File: src/rtl/cache_controller_if.sv
// CPU / cache / main-memory signal bundle for the read-only cache controller.
// The slave modport is the controller; master is whatever surrounds it.
interface cache_controller_if #(
   parameter int WORD = 32,
   parameter int ADRW = 15
);
   logic            reqValid;
   logic [ADRW-1:0] reqAddr;
   logic            reqReady;
   logic            respValid;
   logic [WORD-1:0] respData;
   logic [ADRW-1:0] address;
   logic            cRead;
   logic            hit;
   logic [WORD-1:0] dataOutCache;
   logic            cWrite;
   logic [ADRW-1:0] adr0, adr1, adr2, adr3;
   logic [WORD-1:0] block0, block1, block2, block3;
   logic            memRead;
   logic [ADRW-1:0] memAddr;
   logic            memReady;
   logic [WORD-1:0] memData;
   logic [14:0]     misses;

   modport master (
      output reqValid, reqAddr, hit, dataOutCache, memReady, memData,
      input  reqReady, respValid, respData, address, cRead, cWrite,
             adr0, adr1, adr2, adr3, block0, block1, block2, block3,
             memRead, memAddr, misses
   );

   modport slave (
      input  reqValid, reqAddr, hit, dataOutCache, memReady, memData,
      output reqReady, respValid, respData, address, cRead, cWrite,
             adr0, adr1, adr2, adr3, block0, block1, block2, block3,
             memRead, memAddr, misses
   );
endinterface

File: src/rtl/cache_controller.sv
// Read-only cache controller: lookup, 4-word block fetch from main memory on a
// miss, single-cycle block fill, then a one-cycle response pulse to the CPU.
//
// state     | meaning
// S_IDLE    | ready for a CPU request
// S_LOOKUP  | cache read of the latched address
// S_FETCH   | reading the 4 block words from main memory
// S_FILL    | one-cycle block write into the cache
// S_RESPOND | respValid pulse
module cache_controller #(
   parameter int WORD = 32,
   parameter int ADRW = 15
) (
   input  logic         clk,
   input  logic         rst,
   cache_controller_if.slave bus
);
   typedef enum logic [2:0] {
      S_IDLE, S_LOOKUP, S_FETCH, S_FILL, S_RESPOND
   } state_t;

   localparam logic [14:0] MISS_MAX = 15'h7FFF;

   state_t          r_state, w_next;
   logic [ADRW-1:0] r_addr;
   logic [1:0]      r_k;
   logic [14:0]     r_misses;
   logic [WORD-1:0] r_buf   [4];
   logic [WORD-1:0] r_resp;
   logic [ADRW-1:0] r_adr   [4];
   logic [WORD-1:0] r_block [4];
   logic            w_req_ready, w_cread, w_mem_read, w_cwrite, w_resp_valid;
   logic            w_last_word;

   assign w_last_word = (r_state == S_FETCH) && bus.memReady && (r_k == 2'd3);

   always_ff @(posedge clk or negedge rst) begin
      if (!rst) r_state <= S_IDLE;
      else      r_state <= w_next;
   end

   always_comb begin
      w_next = r_state;
      case (r_state)
         S_IDLE:    if (bus.reqValid) w_next = S_LOOKUP;
         S_LOOKUP:  w_next = bus.hit ? S_RESPOND : S_FETCH;
         S_FETCH:   if (w_last_word) w_next = S_FILL;
         S_FILL:    w_next = S_RESPOND;
         S_RESPOND: w_next = S_IDLE;
         default:   w_next = S_IDLE;
      endcase
   end

   always_comb begin
      w_req_ready  = 1'b0;
      w_cread      = 1'b0;
      w_mem_read   = 1'b0;
      w_cwrite     = 1'b0;
      w_resp_valid = 1'b0;
      case (r_state)
         S_IDLE:    w_req_ready  = 1'b1;
         S_LOOKUP:  w_cread      = 1'b1;
         S_FETCH:   w_mem_read   = 1'b1;
         S_FILL:    w_cwrite     = 1'b1;
         S_RESPOND: w_resp_valid = 1'b1;
         default:   ;
      endcase
   end

   // Fill address/data registers are loaded on the edge that enters S_FILL so
   // they are already valid during the cWrite cycle and then hold.
   always_ff @(posedge clk or negedge rst) begin
      if (!rst) begin
         r_addr   <= '0;
         r_k      <= '0;
         r_misses <= '0;
         r_resp   <= '0;
         for (int i = 0; i < 4; i++) begin
            r_buf[i]   <= '0;
            r_adr[i]   <= '0;
            r_block[i] <= '0;
         end
      end else begin
         case (r_state)
            S_IDLE: if (bus.reqValid) r_addr <= bus.reqAddr;
            S_LOOKUP: begin
               if (bus.hit) begin
                  r_resp <= bus.dataOutCache;
               end else begin
                  r_k <= '0;
                  if (r_misses != MISS_MAX) r_misses <= r_misses + 15'd1;
               end
            end
            S_FETCH: begin
               if (bus.memReady) begin
                  r_buf[r_k] <= bus.memData;
                  r_k        <= r_k + 2'd1;
               end
               if (w_last_word) begin
                  for (int i = 0; i < 4; i++) begin
                     r_adr[i] <= {r_addr[ADRW-1:2], 2'(i)};
                  end
                  for (int i = 0; i < 3; i++) r_block[i] <= r_buf[i];
                  r_block[3] <= bus.memData;
               end
            end
            S_FILL: r_resp <= r_buf[r_addr[1:0]];
            default: ;
         endcase
      end
   end

   assign bus.reqReady  = w_req_ready;
   assign bus.respValid = w_resp_valid;
   assign bus.respData  = r_resp;
   assign bus.address   = r_addr;
   assign bus.cRead     = w_cread;
   assign bus.cWrite    = w_cwrite;
   assign bus.memRead   = w_mem_read;
   assign bus.memAddr   = {r_addr[ADRW-1:2], r_k};
   assign bus.misses    = r_misses;
   assign bus.adr0      = r_adr[0];
   assign bus.adr1      = r_adr[1];
   assign bus.adr2      = r_adr[2];
   assign bus.adr3      = r_adr[3];
   assign bus.block0    = r_block[0];
   assign bus.block1    = r_block[1];
   assign bus.block2    = r_block[2];
   assign bus.block3    = r_block[3];
endmodule

File: src/flat_wrapper.sv
// flat-port wrapper written by rule: the top's interface ports become plain ports
module cache_controller_flat 
#(
   parameter int WORD = 32,
   parameter int ADRW = 15
)
  (clk, rst, bus_reqValid, bus_reqAddr, bus_hit, bus_dataOutCache, bus_memReady, bus_memData, bus_reqReady, bus_respValid, bus_respData, bus_address, bus_cRead, bus_cWrite, bus_adr0, bus_adr1, bus_adr2, bus_adr3, bus_block0, bus_block1, bus_block2, bus_block3, bus_memRead, bus_memAddr, bus_misses);
  cache_controller_if #(.WORD(WORD), .ADRW(ADRW)) bus_i ();
  input  logic clk;
  input  logic rst;
  input wire logic [$bits(bus_i.reqValid)-1:0] bus_reqValid;
  input wire logic [$bits(bus_i.reqAddr)-1:0] bus_reqAddr;
  input wire logic [$bits(bus_i.hit)-1:0] bus_hit;
  input wire logic [$bits(bus_i.dataOutCache)-1:0] bus_dataOutCache;
  input wire logic [$bits(bus_i.memReady)-1:0] bus_memReady;
  input wire logic [$bits(bus_i.memData)-1:0] bus_memData;
  output wire logic [$bits(bus_i.reqReady)-1:0] bus_reqReady;
  output wire logic [$bits(bus_i.respValid)-1:0] bus_respValid;
  output wire logic [$bits(bus_i.respData)-1:0] bus_respData;
  output wire logic [$bits(bus_i.address)-1:0] bus_address;
  output wire logic [$bits(bus_i.cRead)-1:0] bus_cRead;
  output wire logic [$bits(bus_i.cWrite)-1:0] bus_cWrite;
  output wire logic [$bits(bus_i.adr0)-1:0] bus_adr0;
  output wire logic [$bits(bus_i.adr1)-1:0] bus_adr1;
  output wire logic [$bits(bus_i.adr2)-1:0] bus_adr2;
  output wire logic [$bits(bus_i.adr3)-1:0] bus_adr3;
  output wire logic [$bits(bus_i.block0)-1:0] bus_block0;
  output wire logic [$bits(bus_i.block1)-1:0] bus_block1;
  output wire logic [$bits(bus_i.block2)-1:0] bus_block2;
  output wire logic [$bits(bus_i.block3)-1:0] bus_block3;
  output wire logic [$bits(bus_i.memRead)-1:0] bus_memRead;
  output wire logic [$bits(bus_i.memAddr)-1:0] bus_memAddr;
  output wire logic [$bits(bus_i.misses)-1:0] bus_misses;
  assign bus_i.reqValid = bus_reqValid;
  assign bus_i.reqAddr = bus_reqAddr;
  assign bus_i.hit = bus_hit;
  assign bus_i.dataOutCache = bus_dataOutCache;
  assign bus_i.memReady = bus_memReady;
  assign bus_i.memData = bus_memData;
  assign bus_reqReady = bus_i.reqReady;
  assign bus_respValid = bus_i.respValid;
  assign bus_respData = bus_i.respData;
  assign bus_address = bus_i.address;
  assign bus_cRead = bus_i.cRead;
  assign bus_cWrite = bus_i.cWrite;
  assign bus_adr0 = bus_i.adr0;
  assign bus_adr1 = bus_i.adr1;
  assign bus_adr2 = bus_i.adr2;
  assign bus_adr3 = bus_i.adr3;
  assign bus_block0 = bus_i.block0;
  assign bus_block1 = bus_i.block1;
  assign bus_block2 = bus_i.block2;
  assign bus_block3 = bus_i.block3;
  assign bus_memRead = bus_i.memRead;
  assign bus_memAddr = bus_i.memAddr;
  assign bus_misses = bus_i.misses;
  cache_controller #(.WORD(WORD), .ADRW(ADRW)) u_core (.clk(clk), .rst(rst), .bus(bus_i));
endmodule
File: config.mk
export PLATFORM = sky130hd
export DESIGN_NAME = cache_controller_flat
export DESIGN_NICKNAME = d
export VERILOG_FILES = /design/src/rtl/cache_controller_if.sv /design/src/rtl/cache_controller.sv /design/src/flat_wrapper.sv
export SDC_FILE = /design/constraint.sdc
export NUM_CORES = 1
export LEC_CHECK = 0
export ABC_AREA = 1
export CAP_MARGIN = 20
export CORE_MARGIN = 4
export CORE_UTILIZATION = 51
export CTS_BUF_LIST = sky130_fd_sc_hd__clkbuf_4 sky130_fd_sc_hd__clkbuf_8
export CTS_CLUSTER_DIAMETER = 30
export DETAILED_ROUTE_END_ITERATION = 10
export PLACE_DENSITY_LB_ADDON = 0.25
export SLEW_MARGIN = 25
export SYNTH_ARGS = -nofsm -noshare
export SYNTH_HDL_FRONTEND = slang
export SYNTH_SLANG_ARGS = --single-unit
File: constraint.sdc
create_clock -name clk -period 2 [get_ports clk]
set_input_delay 0.5 -clock clk [delete_from_list [all_inputs] [get_ports clk]]
set_output_delay 0.5 -clock clk [all_outputs]
set_load 0.01 [all_outputs]
# Word level (Yosys, flattened, before mapping)
# Index checks and enable logic that the tools add are counted.
# classes
order_cmp	3
bitwise	3
reduce_logical	13
eq_ne	11
mux	20
n_addsub	2
# ops
operator	count
bitwise mux 128 bit	1
2-to-1 mux 32 bit	4
binary-select mux 32 bit (select 2 bit)	1
demux 32 bit (select 2 bit)	1
case mux 32 bit (2 select lines)	1
adder 15 x 1 -> 15 bit (second input constant)	1
!= test 15 bit (second input constant)	1
case mux 3 bit (4 select lines)	1
AND reduction 2 bit	5
2-to-1 mux 3 bit	3
!= test 2 bit (second input constant)	4
equality test 3 x 2 -> 1 bit (second input constant)	2
greater-or-equal comparator 3 bit (second input constant)	2
inverter 2 -> 3 bit	2
AND reduction 3 bit	2
2-to-1 mux 1 bit	5
2-to-1 mux 2 bit	2
case mux 2 bit (2 select lines)	1
nonzero test 2 bit	2
equality test 3 x 1 -> 1 bit (second input constant)	1
equality test 3 bit (second input constant)	1
logical AND 1 bit	3
logical NOT 3 bit	1
< comparator 3 x 1 -> 1 bit (second input constant)	1
other kinds (4)	4
# totals
inputBits	84
register_bits	365

# Logic depth before layout (Yosys ltp)
# depth
ltp_word	6
depth_mapped	9
depth_no_buf	8

# Least setup slack after synthesis
# OpenSTA, ideal clock, no wires.
# synth_timing
path_kind	reg-to-reg
from	register u_core.r_misses[0], in the netlist u_core.bus.misses[0]
to	register u_core.r_misses[10], in the netlist u_core.bus.misses[10]
setup_slack_ps	442
stages_incl_launch_ff	10
arrival_time_ps	1441
period_less_slack_ps	1558
t_required_ps	1884
setup_ps	116
path_cell_list	dfrtp_1 ha_1 inv_1 nor2_2 nand2_1 nor2_2 nor2_4 buf_6 nand2_1 nand2_1
# synth_between
elab_chain_len	2
# synth_lines
item	line	rtl
from (decl)	cache_controller.sv:27	logic [14:0] r_misses;
from (signal assigned)	cache_controller.sv:91	if (r_misses != MISS_MAX) r_misses <= r_misses + 15'd1;
parallel branches: the longest is 2 deep, another holds adder 15 x 1 -> 15 bit	-	
# Several ways; the timed one is not identified.
# A chain may end at the register's enable or synchronous reset.

# Final worst setup path
# layout_timing
from	register u_core.r_block (netlist bit u_core.bus.block3[13])
to	output bus_block3[13]
# layout_rtl
item	line	rtl
from (decl)	cache_controller.sv:31	logic [WORD-1:0] r_block [4];
to (decl)	flat_wrapper.sv:30	output wire logic [$bits(bus_i.block3)-1:0] bus_block3;
# No word-level cell between the ends.

==> results.py <==
metrics = {
    "flow_run": {
        "cap_violations": 0,
    },
    "drt": {
        "viasPerCell": 5.17,
        "highest-signal-layer": "met5",
        "firstDrtPassIters": 8,
        "vias": 12847,
        "wl_met2_um": 20300,
        "wl_met3_um": 3960,
        "wl_um": 43200,
        "ant_nets": 0,
        "drt-met1-wl_um": 17700,
        "drt_iter0_drc": 1084,
        "drc": 0,
        "post_drt_wl_per_cell_um": 17.4,
    },
    "yosys": {
        "yosysUniqueCellTypes": 30,
        "yosysWarnings": 0,
        "synthTopCellsByArea": "dfrtp_1 (58%), nand2_1 (20%), o21ai_0 (5.5%), buf_4 (3.1%), nand3_1 (2.6%)",
        "synth_largest_area_cell": "dfrtp_1",
        "syn_inst": 1716,
        "synth_top_area_share_pct": 57.8,
        "syn-cell-area_sq_mm": 0.0146,
        "seq_area_frac_synth_pct": 57.8,
        "syn_area_per_cell_sq_um": 8.50,
        "synth_seq_cells": 337,
    },
    "grt": {
        "globalRoute.totalOverflow": 0,
        "grt_pass1_wl_um": 69100,
        "track_usage_pct": 27.6,
        "grt_pass1_vias": 12975,
        "grt_max_degree": 80,
        "antenna_found_initial": 4,
    },
    "final_layout": {
        "layout.nets": 2145,
        "syn_to_final_growth_pct": 37.0,
        "fillers": 2205,
        "layout_common_cells": "nand2_1 (781), dfrtp_1 (325), o21ai_0 (160), dlygate4sd2_1 (160), clkdlybuf4s50_1 (108)",
        "final_layout_size_suffix_gt1_share_pct": 10.9,
        "layout_commonest_cell": "nand2_1",
        "stdcell_count": 2485,
        "final_util_pct": 71.4,
    },
    "clock_network": {
        "cts_max_path_buffers": 3,
        "clkSinkCount": 337,
        "cts_tree": "yes",
        "cts_buffers": 68,
        "cts.root.buffer_cell": "clkbuf_8",
        "clock_latency_ns": 0.56,
        "h-tree-depth": 3,
        "clkTransAtPathRegs_ns": 0.06,
    },
    "floorplan": {
        "dieArea_sq_mm": 0.0314,
        "core.rowCount": 61,
        "die_h_um": 177,
        "initial_utilization_pct": 52.1,
        "die_width_um": 177,
        "core_region_area_sq_mm": 0.0280,
        "io_pins": 354,
    },
    "timing": {
        "timing.final.ws_setup_ns": 0.0393,
        "fin_skew_ns": 0.0129,
        "fin_crit_sh_pct": 98.0,
        "max_freq_mhz": 510,
        "min_period_ns": 1.96,
        "setup_viol": 0,
        "fin_setup_tns_ns": 0,
        "hold_viol": 0,
        "final_max_slew_viol_count": 0,
    },
    "critical_path": {
        "critPathMaxFanout": 2,
        "rrSetupSlack_ns": 0.24,
        "cpLargestDelayFamily": "buffers and inverters",
        "cp_slowest_stage_delay_ns": 0.55,
        "cp_slowest_cell": "clkdlybuf4s50_1",
        "startpoint_type": "flop",
        "worstPathArrival_ns": 1.46,
        "setup.worst_path.class": "flop to output port",
        "cp.required_ns": 1.50,
        "crit_buf_inv": 1,
        "crit_chain": "clkdlybuf4s50_1",
        "cp-end-kind": "output port",
    },
    "placed_design": {
        "gp_congestion": 0.889,
        "dp.cells": 2353,
        "numPortBuffers": 349,
        "pre_cts_ws_ns": -0.00228,
        "hpwlAfterDp_um": 29600,
    },
    "power_and_ir_drop": {
        "cellLeakagePower_nw": 11.7,
        "pwr_density_cell_mw_per_mm2": 1220,
        "vdd_drop_max_uv": 735,
    },
    "run_status": {
        "status": "completed",
    },
    "hold_path": {
        "min_path_type": "primary input to async pin",
    },
}
cell usage after synthesis (all sizes together):
cell type,instances
nor3,3
xnor2,1
a21boi,32
buf,112
inv,73
a21oi,15
o21ai,186
or2,1
nand2,791
ha,5
nand4,7
nand3,76
xor2,2
nor2,36
o21bai,1
clkbuf,37
dfrtp,337
conb,1
power by group:
| part | switching [W] | internal (W) | total, W |
|---|---|---|---|
| clock | 0.00307 | 0.00469 | 0.00775 |
| combinational | 0.00392 | 0.00295 | 0.00687 |
| sequential | 0.00135 | 0.00844 | 0.00979 |
layout make-up:
type | instances | area [sq um] | area share (%)
Sequential cell | 337 | 8450 | 42.3
Timing Repair Buffer | 416 | 4270 | 21.3
Antenna cell | 3 | 7.51 | 0.0376
Inverter | 73 | 277 | 1.38
Clock inverter | 30 | 368 | 1.84
Clock buffer | 88 | 1140 | 5.71
Multi-Input combinational cell | 1160 | 5010 | 25.1
Tap cell | 378 | 473 | 2.37
timing repair:
action                     in CTS  in global routing
gates resized for setup       195                 84
hold buffers                    1                  0
buffers inserted                8                  2
setup endpoints to repair     168                 80
pin swaps                       0                  2
hold endpoints to repair       28                  0
sequential cells by signal (all words and copies together) (netlist names):
name,count
u_core.bus.block3,32
u_core.bus.adr0,1
u_core.bus.block0,32
u_core.bus.block1,32
u_core.r_buf,128
u_core.bus.misses,15
u_core.bus.block2,32
u_core.bus.adr3,13
u_core.bus.address,15
u_core.r_state,3
u_core.r_k,2
u_core.bus.respData,32
routing by layer:
metal / GRT usage, % / up-vias
li1: - / 6030
met1: 37.3 / 6121
met2: 43.7 / 598
met3: 7.14 / 96
met4: 10.2 / 2
met5: 0 / -
through the flow:
stage               hold slack (ns)  instance area (sq um)  power (W)
global route                  0.408                  20000     0.0259
detailed placement            0.388                  18400     0.0171
CTS                           0.389                  19800     0.0245
global placement              0.389                  18400     0.0169
finish                        0.407                  20000     0.0244
floorplan                     0.204                  14600     0.0134
final timing paths:
check / from / endpoint / cells past startpoint
max in group asynchronous: rst / u_core.bus.adr3[1] / 3
worst max-delay path: u_core.bus.block3[13] / bus_block3[13] / 1
worst min register to register: u_core.bus.block1[24] / u_core.bus.block1[24] / 2
worst min-delay path: rst / u_core.r_buf[7] / 2
min in group clk: u_core.bus.block1[24] / u_core.bus.block1[24] / 2
worst max register to register: u_core.r_state[0] / u_core.bus.block3[8] / 9
cells by family after synthesis:
| family | after synthesis | synth area share (%) |
|---|---|---|
| buf+inv | 222 | 8.19 |
| xor+xnor | 3 | 0.180 |
| compound gates | 234 | 8.64 |
| other cells | 1 | 0.0257 |
| fa+ha+maj | 5 | 0.429 |
| simple gates | 914 | 24.7 |
| flops | 337 | 57.8 |
worst reg2reg max path, cell delays in order (launching register included):
cell and delay [ns]:
dfrtp_2 0.44, nor2_4 0.15, nand2_2 0.07, buf_4 0.15
nor2_4 0.19, nand2_8 0.10, inv_4 0.13, buf_4 0.23
nand2_1 0.14, nand2_1 0.09
Note: power is estimated with default switching activity, not from simulation.
